$ cat src/rtl/otp_seg_decoder_pkg.sv
// otp_seg_pkg: shared constants, hex segment table, sample tuple and frame state type
// Contents: SEG_BLANK, anode codes, HEX_SEG table (active-low {g,f,e,d,c,b,a}),
// seg_tuple_t sampled input tuple, frame_state_t frame FSM states.
package otp_seg_pkg;
    localparam logic [6:0] SEG_BLANK = 7'b1111111;
    localparam logic [1:0] AN_DIG0 = 2'b10;
    localparam logic [1:0] AN_DIG1 = 2'b01;
    localparam logic [1:0] AN_NONE = 2'b11;
    localparam logic [1:0] AN_ILL = 2'b00;
    localparam logic [6:0] HEX_SEG [16] = '{
        7'h40, 7'h79, 7'h24, 7'h30, 7'h19, 7'h12, 7'h02, 7'h78,
        7'h00, 7'h10, 7'h08, 7'h03, 7'h46, 7'h21, 7'h06, 7'h0E
    };
    typedef struct packed {
        logic [1:0] an;
        logic [6:0] lseg;
        logic [6:0] useg;
    } seg_tuple_t;
    localparam seg_tuple_t SEG_IDLE = '{an: AN_NONE, lseg: SEG_BLANK, useg: SEG_BLANK};
    typedef enum logic [1:0] {EMPTY, HAVE0, HAVE1, EMIT} frame_state_t;
endpackage

$ cat src/rtl/otp_seg_decoder_if.sv
// otp_seg_decoder_if: display scan inputs and decoded frame outputs
// master drives an/lfsr_seg/user_seg and observes the frame outputs; slave is the decoder.
interface otp_seg_decoder_if;
    logic [1:0] an;
    logic [6:0] lfsr_seg;
    logic [6:0] user_seg;
    logic [7:0] otp_code;
    logic [7:0] user_code;
    logic code_valid;
    logic match;
    logic blank;
    logic seg_err;
    modport master(
        output an, lfsr_seg, user_seg,
        input otp_code, user_code, code_valid, match, blank, seg_err
    );
    modport slave(
        input an, lfsr_seg, user_seg,
        output otp_code, user_code, code_valid, match, blank, seg_err
    );
endinterface

$ cat src/rtl/otp_seg_decoder_seg_to_hex.sv
// otp_seg_to_hex: combinational active-low seven-segment to hex nibble decoder
// Ports: seg (in, 7), nibble (out, 4), is_blank (out, all segments off), is_bad (out, not in table and not blank).
module otp_seg_to_hex
    import otp_seg_pkg::*;
(
    input logic [6:0] seg,
    output logic [3:0] nibble,
    output logic is_blank,
    output logic is_bad
);
    assign is_blank = seg == SEG_BLANK;
    always_comb begin
        nibble = 4'h0;
        is_bad = seg != SEG_BLANK;
        for (int i = 0; i < 16; i++) begin
            if (seg == HEX_SEG[i]) begin
                nibble = 4'(i);
                is_bad = 1'b0;
            end
        end
    end
endmodule

$ cat src/rtl/otp_seg_decoder.sv
// otp_seg_decoder: debounces scanned seven-segment digits and emits decoded two-digit frames
// Ports: clk, reset_n (sync, active-low), bus (slave modport: an, lfsr_seg, user_seg in;
// otp_code, user_code, code_valid, match, blank, seg_err out).
module otp_seg_decoder
    import otp_seg_pkg::*;
#(
    parameter int STABLE_CYCLES = 4
) (
    input logic clk,
    input logic reset_n,
    otp_seg_decoder_if.slave bus
);
    localparam logic [7:0] CMAX = 8'(STABLE_CYCLES - 1);
    seg_tuple_t s_q, s_p;
    frame_state_t state, state_nxt;
    logic [7:0] cnt, cnt_nxt, otp_nxt, usr_nxt, otp_q, usr_q;
    logic [3:0] l_nib, u_nib, o0, o1, u0, u1;
    logic l_blank, u_blank, l_bad, u_bad, b0, b1;
    logic held, eq, hit, bad, cap0, cap1, err, emit, blank_nxt, blank_q, match_q, err_q;

    otp_seg_to_hex u_lfsr (.seg(s_q.lseg), .nibble(l_nib), .is_blank(l_blank), .is_bad(l_bad));
    otp_seg_to_hex u_user (.seg(s_q.useg), .nibble(u_nib), .is_blank(u_blank), .is_bad(u_bad));

    assign eq = s_q == s_p;
    assign cnt_nxt = !eq ? 8'd0 : cnt == CMAX ? CMAX : cnt + 8'd1;
    // held remembers that this hold already fired, so a long hold captures once
    assign hit = eq && cnt_nxt == CMAX && !held;
    assign bad = l_bad || u_bad;
    assign cap0 = hit && s_q.an == AN_DIG0 && !bad;
    assign cap1 = hit && s_q.an == AN_DIG1 && !bad;
    assign err = hit && (s_q.an == AN_ILL || (s_q.an != AN_NONE && bad));
    assign emit = state_nxt == EMIT;
    // outputs load on the capture edge that completes the frame, so merge the incoming digit
    assign otp_nxt = {cap1 ? l_nib : o1, cap0 ? l_nib : o0};
    assign usr_nxt = {cap1 ? u_nib : u1, cap0 ? u_nib : u0};
    assign blank_nxt = (cap1 ? l_blank || u_blank : b1) || (cap0 ? l_blank || u_blank : b0);

    always_comb begin
        state_nxt = state;
        state_nxt = state == EMIT  ? EMPTY :
                    state == EMPTY ? (cap0 ? HAVE0 : cap1 ? HAVE1 : EMPTY) :
                    state == HAVE0 ? (cap1 ? EMIT : HAVE0) :
                                     (cap0 ? EMIT : HAVE1);
    end

    always_ff @(posedge clk) begin
        if (!reset_n) state <= EMPTY;
        else state <= state_nxt;
    end

    always_ff @(posedge clk) begin
        if (!reset_n) begin
            s_q <= SEG_IDLE;
            s_p <= SEG_IDLE;
            cnt <= 8'd0;
            held <= 1'b0;
            {o0, o1, u0, u1, b0, b1} <= '0;
            {otp_q, usr_q, blank_q, match_q, err_q} <= '0;
        end else begin
            s_q <= {bus.an, bus.lfsr_seg, bus.user_seg};
            s_p <= s_q;
            cnt <= cnt_nxt;
            held <= eq && (held || cnt_nxt == CMAX);
            if (cap0) {o0, u0, b0} <= {l_nib, u_nib, l_blank || u_blank};
            if (cap1) {o1, u1, b1} <= {l_nib, u_nib, l_blank || u_blank};
            if (emit) begin
                otp_q <= otp_nxt;
                usr_q <= usr_nxt;
                blank_q <= blank_nxt;
                match_q <= otp_nxt == usr_nxt && !blank_nxt;
            end
            err_q <= err;
        end
    end

    assign bus.otp_code = otp_q;
    assign bus.user_code = usr_q;
    assign bus.code_valid = state == EMIT;
    assign bus.match = match_q;
    assign bus.blank = blank_q;
    assign bus.seg_err = err_q;
endmodule
$ cat src/flat_wrapper.sv
// flat-port wrapper written by rule: the top's interface ports become plain ports
module otp_seg_decoder_flat import otp_seg_pkg::*;
#(
    parameter int STABLE_CYCLES = 4
)
  (clk, reset_n, bus_an, bus_lfsr_seg, bus_user_seg, bus_otp_code, bus_user_code, bus_code_valid, bus_match, bus_blank, bus_seg_err);
  otp_seg_decoder_if bus_i ();
  input logic clk;
  input logic reset_n;
  input wire logic [$bits(bus_i.an)-1:0] bus_an;
  input wire logic [$bits(bus_i.lfsr_seg)-1:0] bus_lfsr_seg;
  input wire logic [$bits(bus_i.user_seg)-1:0] bus_user_seg;
  output wire logic [$bits(bus_i.otp_code)-1:0] bus_otp_code;
  output wire logic [$bits(bus_i.user_code)-1:0] bus_user_code;
  output wire logic [$bits(bus_i.code_valid)-1:0] bus_code_valid;
  output wire logic [$bits(bus_i.match)-1:0] bus_match;
  output wire logic [$bits(bus_i.blank)-1:0] bus_blank;
  output wire logic [$bits(bus_i.seg_err)-1:0] bus_seg_err;
  assign bus_i.an = bus_an;
  assign bus_i.lfsr_seg = bus_lfsr_seg;
  assign bus_i.user_seg = bus_user_seg;
  assign bus_otp_code = bus_i.otp_code;
  assign bus_user_code = bus_i.user_code;
  assign bus_code_valid = bus_i.code_valid;
  assign bus_match = bus_i.match;
  assign bus_blank = bus_i.blank;
  assign bus_seg_err = bus_i.seg_err;
  otp_seg_decoder #(.STABLE_CYCLES(STABLE_CYCLES)) u_core (.clk(clk), .reset_n(reset_n), .bus(bus_i));
endmodule
$ cat config.mk
export PLATFORM = sky130hd
export DESIGN_NAME = otp_seg_decoder_flat
export DESIGN_NICKNAME = d
export VERILOG_FILES = /design/src/rtl/otp_seg_decoder_pkg.sv /design/src/rtl/otp_seg_decoder_if.sv /design/src/rtl/otp_seg_decoder_seg_to_hex.sv /design/src/rtl/otp_seg_decoder.sv /design/src/flat_wrapper.sv
export SDC_FILE = /design/constraint.sdc
export NUM_CORES = 1
export LEC_CHECK = 0
export BUFFER_PORTS_ARGS = -buffer_cell sky130_fd_sc_hd__buf_2
export CORE_ASPECT_RATIO = 1.5
export CORE_MARGIN = 2
export CORE_UTILIZATION = 55
export CTS_CLUSTER_DIAMETER = 200
export DETAILED_ROUTE_END_ITERATION = 6
export GPL_TIMING_DRIVEN = 0
export PLACE_DENSITY = 0.79
export SLEW_MARGIN = 20
export SYNTH_ARGS = -nofsm -noshare
export SYNTH_HDL_FRONTEND = slang
export SYNTH_SLANG_ARGS = --single-unit
$ cat constraint.sdc
create_clock -name clk -period 5.3 [get_ports clk]
set_input_delay 0.265 -clock clk [delete_from_list [all_inputs] [get_ports clk]]
set_output_delay 0.265 -clock clk [all_outputs]
set_load 0.05 [all_outputs]
==> results.sh <==
export IMPL_synth_warnings=0
export IMPL_reg2reg_to="u_core.bus.otp_code[4]"
export IMPL_overflow=0
export IMPL_ant_nets=0
export IMPL_grt_pass1_vias=3376
export IMPL_worst_path_buf_inv=2
export IMPL_powerDensity_nw_per_um2=269
export IMPL_slowest_delay_ns=0.75
export IMPL_yosysTopAreaCellShare_pct=39.8
export IMPL_final_setup_tns_ns=0
export IMPL_rr_worst_depth=10
export IMPL_area_growth_pct=13.7
export IMPL_synth_top_cells_by_area="dfxtp_1, nand2b_1, xnor2_1, mux2_2, nand2_1"
export IMPL_power_static_leakage_uw=0.00178
export IMPL_postCtsSetupBuffers=0
export IMPL_fmax_ghz=0.302
export IMPL_fin_ws_ns=1.98
export IMPL_io_buffers=37
export IMPL_period_minus_slack_ns=3.32
export IMPL_grt_antenna_before_repair=0
export IMPL_cts_buffer_depth=2
export IMPL_final_period_utilization_pct=62.6
export IMPL_final_cell_area_um2=4570
export IMPL_ios=38
export IMPL_grt_pass1_wl_um=15200
export IMPL_setup_viol_count_final=0
export IMPL_syn_inst=462
export IMPL_crit_slowest_cell="nor4_1"
export IMPL_ys_seq_area_share_pct=39.8
export IMPL_fill_cells=610
export IMPL_clk_pin_slew_ns=0.08
export IMPL_drv_slew=0
export IMPL_numCtsBuffers=9
export IMPL_hp_start="bus_user_seg[6]"
export IMPL_max_slew_margin_pct=44.4
export IMPL_die_w_um=73.8
export IMPL_die_area_um2=8020
export IMPL_ff_latch_area_um2=1600
export IMPL_max_cap_violations=0
export IMPL_diodes=0
export IMPL_place_congestion=0.937
export IMPL_syn_area_per_cell_um2=8.70
export IMPL_rsz0062_at_grt="false"
export IMPL_core_area_um2=7180
export IMPL_num_vias=3479
export IMPL_multi_input_area_um2=2220
export IMPL_synth_edf_count=0
export IMPL_cts_tree="done"
export IMPL_routedWlPerCell_um=15.1
export IMPL_skew_ns=0.0122
export IMPL_synthFlopType="dfxtp_1"
export IMPL_die_h_um=109
export IMPL_ys_seq_elements=80
export IMPL_crit_path_frequent_cell="nor4_1"
export IMPL_hp_class="input pin to flip-flop"
export IMPL_worst_r2r_setup_slack_ns=1.98
export IMPL_postPlaceCellArea_um2=4330
export IMPL_endpoint_kind="flip-flop"
export IMPL_holdWs_ns=0.0803
export IMPL_cp_data_arrival_time_ns=3.55
export IMPL_drt_iter0_markers=209
export IMPL_syn_nets=481
export IMPL_critPathKind="flip-flop to flip-flop"
export IMPL_synthArstFlopShare_pct=0
export IMPL_synth_cell_types=64
export IMPL_fp_row_count=38
export IMPL_synth_most_common_cell="dfxtp_1"
export IMPL_synth_top_area_cell="dfxtp_1"
export IMPL_dp_final_hpwl_um=6730
export IMPL_crit_required_ns=5.53
export IMPL_whs_endpoint="u_core.s_q[6]"
export IMPL_start_util_pct=56.0
export IMPL_cts_root_buf="clkbuf_8"
export IMPL_dr_pass1_iters=6
export IMPL_cts_num_sinks=80
export IMPL_status="finished clean"
export IMPL_insertion_delay_ns=0.36
export IMPL_worst_path_stages=10
export IMPL_grt_start_max_net_pins=13
export IMPL_drive_gt1_share_pct=18.1
export IMPL_h_tree_depth=3
export IMPL_reg2reg_from="u_core.s_q[12]"
export IMPL_synth_area_um2=4020
export IMPL_viasPerCell=5.66
export IMPL_post_place_ws_ns=2.04
export IMPL_hold_viol_final=0
export IMPL_cts_hold_fix_buffers=0
export IMPL_synth_common_cells="dfxtp_1, nand2b_1, nand2_1"
export IMPL_crit_chain="buf_1 > xnor2_1 > nand4_1 > nor4_1 > nand3_1 > nor4_1 > buf_4 > mux2_2 > nand2_1 > a21oi_1"
export IMPL_cp_max_fo=10
export IMPL_holdPathStages=2
export IMPL_cts_resized=0
export IMPL_nets=529
export IMPL_cp_start_kind="flip-flop"
export IMPL_drt_wl_total_um=9290
export IMPL_drc=0
export IMPL_track_usage_pct=24.6
export IMPL_finish_utilization_pct=63.6
export IMPL_path_delay_family="simple AND/OR/NAND/NOR gates"
export IMPL_worst_pin_slew_ns=0.826
export IMPL_ir_worst_vdd_mv=0.206
-- power by group --
group          leakage, µW  switching, µW  internal, µW  total (µW)
Sequential        0.000652           8.74           612         621
Combinational      0.00101           56.3          40.7        97.0
Clock             0.000117            206           304         511
-- worst max path at each step --
stage                    from                endpoint  slack [ns]
6_report       u_core.s_q[12]  u_core.bus.otp_code[4]        1.98
5_1_grt         u_core.s_q[2]  u_core.bus.otp_code[5]        1.73
4_1_cts        u_core.s_q[12]  u_core.bus.otp_code[5]        2.01
3_5_place_dp   u_core.s_q[12]  u_core.bus.otp_code[5]        2.04
3_3_place_gp   u_core.s_q[12]  u_core.bus.otp_code[6]        2.11
2_1_floorplan  u_core.s_q[12]            u_core.u1[3]        2.65
-- cell usage in the layout, fill, tap and decap left out, types with 17 or more instances in the layout --
master	Yosys	routed
dfxtp_1	80	80
nand3_1	17	17
and2_1	20	20
xnor2_1	27	27
nor2_1	24	24
o21ai_0	22	22
clkbuf_1	16	18
nand2b_1	38	38
buf_2	10	47
a21oi_1	24	24
nand2_1	36	36
-- state kept, by name, indices dropped and copies added, names as in the netlist --
| signal | cells |
|---|---|
| u_core.b0 | 1 |
| u_core.b1 | 1 |
| u_core.bus.blank | 1 |
| u_core.bus.match | 1 |
| u_core.bus.otp_code | 8 |
| u_core.bus.seg_err | 1 |
| u_core.bus.user_code | 8 |
| u_core.cnt | 8 |
| u_core.held | 1 |
| u_core.o0 | 4 |
| u_core.o1 | 4 |
| u_core.s_p | 16 |
| u_core.s_q | 16 |
| u_core.state | 2 |
| u_core.u0 | 4 |
| u_core.u1 | 4 |
-- cell type report --
class	instances	area share (%)
Buffer	33	3.56
Sequential cell	80	35.0
Timing Repair Buffer	37	4.05
Clock inverter	2	1.31
Multi-Input combinational cell	339	48.7
Clock buffer	14	3.78
Inverter	10	0.821
Tap cell	100	2.74
-- kinds of logic (layout without fill, tap and decap cells) --
| family | Yosys count | after routing | share of synthesized area (%) |
|---|---|---|---|
| AND/OR/NAND/NOR | 191 | 191 | 27.3 |
| AO/OA/AOI/OAI | 90 | 90 | 14.1 |
| flip-flops | 80 | 80 | 39.8 |
| buffers and inverters | 43 | 96 | 4.98 |
| XOR/XNOR | 38 | 38 | 8.28 |
| multiplexers | 17 | 17 | 4.73 |
| adder cells (fa/ha/maj) | 3 | 3 | 0.809 |
-- layer usage --
layer	global-route usage (%)	routed length (µm)	vias to the layer above
met2	43.0	4840	90
met1	27.4	3730	1648
met4	12.7	338	0
met3	5.36	389	26
li1	-	-	1715
met5	0	0	-
-- per-stage QoR --
stage                     power, µW  cells
after floorplan                 703    462
after global placement          728    599
after detailed placement        731    599
after CTS                      1240    615
after global routing           1270    615
final                          1230    615
(Power assumes the default switching activity.)
